**src/rtl/serial_subtractor.sv**
```systemverilog
// ---------------------------------------------------------------------------
// serial_subtractor
//
// Bit-serial unsigned subtractor. Computes (a - b) one bit per clock, LSB
// first, using a full-subtractor cell and a registered borrow. A start/busy/
// done handshake frames each operation; the result takes WIDTH cycles.
//
// Optional feature macro: SERIAL_SUB_OVF_EN
//   When defined, an extra 'ovf' output reports signed overflow of a - b.
//   When undefined, the port and its flops are absent.
//
// Parameters:
//   WIDTH  - operand/result width in bits (WIDTH >= 2), default 8
//
// Ports:
//   clk    - clock, all state updates on the rising edge
//   rst    - synchronous active-high reset
//   start  - request a subtraction, only sampled in IDLE
//   a      - minuend, captured on the edge that accepts start
//   b      - subtrahend, captured together with a
//   busy   - high while bits are being processed (RUN)
//   done   - one-cycle pulse; diff/borrow(/ovf) valid while high
//   diff   - (a - b) mod 2^WIDTH, held until the next accepted start
//   borrow - high iff a < b (unsigned), held like diff
//   ovf    - signed overflow (only with SERIAL_SUB_OVF_EN)
// ---------------------------------------------------------------------------
module serial_subtractor #(
    parameter int WIDTH = 8
) (
    input  logic             clk,
    input  logic             rst,
    input  logic             start,
    input  logic [WIDTH-1:0] a,
    input  logic [WIDTH-1:0] b,
    output logic             busy,
    output logic             done,
    output logic [WIDTH-1:0] diff,
    output logic             borrow
`ifdef SERIAL_SUB_OVF_EN
    ,
    output logic             ovf
`endif
);

    localparam int CNT_W = $clog2(WIDTH);

    typedef enum logic [1:0] {
        IDLE = 2'd0,
        RUN  = 2'd1,
        DONE = 2'd2
    } state_t;

    state_t           state;
    state_t           next_state;

    logic [WIDTH-1:0] a_sh;
    logic [WIDTH-1:0] b_sh;
    logic             bw;
    logic [CNT_W-1:0] cnt;

    logic             a0;
    logic             b0;
    logic             d;
    logic             bw_next;
    logic             last_bit;

`ifdef SERIAL_SUB_OVF_EN
    logic             a_msb;
    logic             b_msb;
`endif

    // Full-subtractor cell on the current LSBs of the operand shift registers.
    // A borrow is generated when a0 < b0, and the incoming borrow propagates
    // only when the two operand bits are equal.
    always_comb begin
        a0       = a_sh[0];
        b0       = b_sh[0];
        d        = a0 ^ b0 ^ bw;
        bw_next  = (~a0 & b0) | (~(a0 ^ b0) & bw);
        last_bit = (cnt == CNT_W'(WIDTH - 1));
    end

    // State register; reset returns to IDLE even in the middle of RUN.
    always_ff @(posedge clk) begin
        if (rst) begin
            state <= IDLE;
        end else begin
            state <= next_state;
        end
    end

    // Next-state and handshake outputs. start is only looked at in IDLE, so a
    // request during RUN or DONE is simply dropped rather than queued.
    always_comb begin
        next_state = state;
        busy       = 1'b0;
        done       = 1'b0;
        case (state)
            IDLE: begin
                if (start) begin
                    next_state = RUN;
                end
            end
            RUN: begin
                busy = 1'b1;
                if (last_bit) begin
                    next_state = DONE;
                end
            end
            DONE: begin
                done       = 1'b1;
                next_state = IDLE;
            end
            default: begin
                next_state = IDLE;
            end
        endcase
    end

    // Datapath: operand capture in IDLE, one bit per edge in RUN. Each result
    // bit enters diff at the MSB, so after WIDTH shifts the first (LSB) bit
    // has arrived at position 0. The counter stops on the last bit so it never
    // wraps before the hand-off to DONE.
    always_ff @(posedge clk) begin
        if (rst) begin
            a_sh   <= '0;
            b_sh   <= '0;
            bw     <= 1'b0;
            cnt    <= '0;
            diff   <= '0;
            borrow <= 1'b0;
`ifdef SERIAL_SUB_OVF_EN
            a_msb  <= 1'b0;
            b_msb  <= 1'b0;
            ovf    <= 1'b0;
`endif
        end else begin
            case (state)
                IDLE: begin
                    if (start) begin
                        a_sh  <= a;
                        b_sh  <= b;
                        bw    <= 1'b0;
                        cnt   <= '0;
                        diff  <= '0;
`ifdef SERIAL_SUB_OVF_EN
                        a_msb <= a[WIDTH-1];
                        b_msb <= b[WIDTH-1];
`endif
                    end
                end
                RUN: begin
                    diff <= {d, diff[WIDTH-1:1]};
                    a_sh <= a_sh >> 1;
                    b_sh <= b_sh >> 1;
                    bw   <= bw_next;
                    if (last_bit) begin
                        borrow <= bw_next;
`ifdef SERIAL_SUB_OVF_EN
                        // Overflow needs differing operand signs and a result
                        // sign that disagrees with the minuend.
                        ovf    <= (a_msb != b_msb) && (d != a_msb);
`endif
                    end else begin
                        cnt <= cnt + CNT_W'(1);
                    end
                end
                default: begin
                end
            endcase
        end
    end

endmodule

```
**config.mk**
```make
export PLATFORM = sky130hd
export DESIGN_NAME = serial_subtractor
export DESIGN_NICKNAME = d
export VERILOG_FILES = /design/src/rtl/serial_subtractor.sv
export SDC_FILE = /design/constraint.sdc
export NUM_CORES = 1
export LEC_CHECK = 0
export BUFFER_PORTS_ARGS = -buffer_cell sky130_fd_sc_hd__buf_2
export CAP_MARGIN = 10
export CORE_UTILIZATION = 42
export DETAILED_ROUTE_END_ITERATION = 7
export GPL_TIMING_DRIVEN = 0
export PLACE_DENSITY = 0.68
export SKIP_CTS_REPAIR_TIMING = 1
export SYNTH_ARGS = -nofsm -noshare
export SYNTH_HDL_FRONTEND = slang
export SYNTH_SLANG_ARGS = --single-unit
```
**constraint.sdc**
```tcl
create_clock -name clk -period 1.7 [get_ports clk]
set_input_delay 0.085 -clock clk [delete_from_list [all_inputs] [get_ports clk]]
set_output_delay 0.085 -clock clk [all_outputs]
set_load 0.02 [all_outputs]
```
==> flow_summary.yaml <==
layout:
  post_layout_nonfiller_instances: 215
  num_antenna_cells: 0
  fin_util_pct: 53.2
  fin_nets: 192
  drive_above_1_share_pct: 35.1
  syn2layout_area_growth_pct: 17.7
yosys:
  synth_common_cells: "dfxtp_1 (31), nor2_1 (24), a211oi_2 (14), mux2i_1 (14), a22oi_1 (8)"
  yosysSeqAreaShare_pct: 43.9
  yosys_warnings: 0
  ys.flop_type: "dfxtp_1"
  synth_top_area_share_pct: 43.9
  synthTopCellsByArea: "dfxtp_1 (44%), a211oi_2 (12%), mux2i_1 (9.9%)"
  syn_avg_cell_area_um2: 10.5
  synth_most_common_cell: "dfxtp_1"
  ys_ff_latch: 31
  syn-num-nets: 156
  ys_types: 26
  syn-cell-area_um2: 1410
  yosys.area.top_type: "dfxtp_1"
  synthesis.instances: 134
  synth_edf_count: 0
  synthArstFlopShare_pct: 0
timing:
  hold_violations: 0
  fin_ws_ns: 0.173
  finClkSkew_ns: 0.00219
  final-setup-viol-count: 0
  slew_viol_final: 0
  max_freq_mhz: 655
  slew_headroom_pct: 53.8
  rsz0062_at_grt: "no"
  post-route-min-period_ns: 1.53
  layout_worst_path_cycle_share_pct: 89.8
  tns_ns: 0
  tightestPinTransition_ns: 0.693
pwr:
  p_switching_mw: 0.388
  pwr-share-seq_pct: 55.5
  power_density_nw_per_um2: 860
  ir_worst_vdd_mv: 0.653
  clockPowerShare_pct: 27.4
  p_int_mw: 1.04
  p_leak_nw: 0.689
  switching_share_pct: 27.1
  p_comb_share_pct: 17.2
clock_tree:
  root_buffer: "clkbuf_4"
  clk_latency_ns: 0.32
  cts.sinks: 31
  htree_num_levels: 2
  cts_tree: "built"
  cts-buffers-inserted: 5
  ctsLongestPathBuffers: 2
  clk_pin_slew_ns: 0.09
critical_path:
  worstSetupPathType: "flop to output port"
  worstReg2RegEnd: "cnt[1]"
  start_kind: "flop"
  reg2reg_depth: 5
  cp_data_required_time_ns: 1.62
  crit_fanout: 10
  r2r_slack_ns: 0.29
  endpoint_kind: "output port"
  timing.rr.start: "cnt[0]"
  arrival_ns: 1.44
global_route:
  overflow: 0
  grtUsageTotal_pct: 17.9
  grt_pass1_vias: 1070
  grt_pass1_wl_um: 4610
  grt_max_degree: 11
  grt_antenna_before_repair: 0
drt:
  vias: 1084
  drc: 0
  via_per_inst: 5.04
  wl_per_cell_um: 13.0
  wl_um: 2790
  dr.pass1.iters: 4
  drt_iter0_markers: 34
  final_antenna_net_count: 0
run:
  cap_viol_max_count: 0
placement:
  dp_cells: 207
  pre_cts_slack_ns: 0.273
  port_buffers: 29
  hpwl_um: 2070
  place.gp.congestion: 0.740
floorplan:
  die_h_um: 60.0
  die_area_um2: 3600
  core_um2: 3130
  die_w_um: 60.0
  io-pin-count: 30
  std_cell_rows: 20
  initial_core_util_pct: 45.2
hold_path:
  whs_endpoint: "b_sh[7]"
  hold_path.startpoint: "b[7]"
  holdCritPathClass: "input port to flop"
  hold_path_depth: 3
status:
  status: "finished, final reports clean"
-- placed cells by master, fill, tap and decap left out, types with 2 or more instances in the layout --
cell type	instances
buf_2	31
dfxtp_1	31
nand2b_1	5
a21oi_1	4
o21ai_0	4
buf_6	5
nor2b_1	2
clkbuf_1	3
nand2_1	3
mux2i_1	14
a211oi_2	14
nand4bb_1	2
clkbuf_4	5
inv_1	3
a22oi_1	8
ha_1	2
nor2_1	24
-- state kept, by name, indices dropped and copies added (netlist names) --
register  cells
a_sh          8
b_sh          8
borrow        1
bw            1
cnt           3
diff          8
state         2
-- metal layers --
| metal | part of all wire (%) | GRT usage, % |
|---|---|---|
| met3 | 4.9 | 6.93 |
| met5 | 0 | 0 |
| met1 | 43 | 17.6 |
| met4 | 1.5 | 6.98 |
| met2 | 51 | 33.5 |
-- kinds of logic (layout without fill, tap and decap cells) --
group,Yosys count,count (layout),share of synthesized area (%)
multiplexers,14,14,9.92
buffers and inverters,13,50,6.29
adder cells (fa/ha/maj),3,3,3.19
flip-flops,31,31,43.9
AO/OA/AOI/OAI,35,35,23.2
AND/OR/NAND/NOR,38,38,13.5
-- layout make-up --
cell class	count	area, um2
Clock buffer	7	45.0
Buffer	9	73.8
Inverter	4	15.0
Timing Repair Buffer	29	145
Clock inverter	1	5.00
Fill cell	314	1470
Sequential cell	31	621
Tap cell	44	55.1
Multi-Input combinational cell	90	703
-- worst max path at each step --
stage              from  endpoint  slack, ns  cells after the start
5_1_grt        state[1]      busy       0.08                      4
4_1_cts        state[1]      busy       0.16                      4
3_5_place_dp     cnt[0]    cnt[1]       0.27                      5
6_report       state[1]      busy       0.17                      4
2_1_floorplan    cnt[0]    cnt[1]       0.43                      5
3_3_place_gp     cnt[0]    cnt[1]       0.33                      5
-- stage by stage --
step / instance area, um2 / total power, mW / hold WS, ns
2_1_floorplan: 1410 / 0.992 / 0.259
3_3_place_gp: 1610 / 1.05 / 0.373
3_5_place_dp: 1610 / 1.06 / 0.387
4_1_cts: 1660 / 1.45 / 0.0316
5_1_grt: 1660 / 1.51 / 0.0277
6_report: 1660 / 1.43 / 0.0451
-- power by group through the flow --
stage               Combinational, mW  Clock, mW  Sequential [mW]
CTS                             0.250      0.410            0.793
floorplan                       0.187          0            0.805
global placement                0.239          0            0.808
global route                    0.271      0.442            0.799
detailed placement              0.249          0            0.810
finish                          0.245      0.391            0.793
-- critical path: stages, from the launching register on --
cell and delay, ns:
dfxtp_1 0.49, nand2b_1 0.22, inv_2 0.05, buf_2 0.18
buf_2 0.18
(Power assumes the default switching activity.)
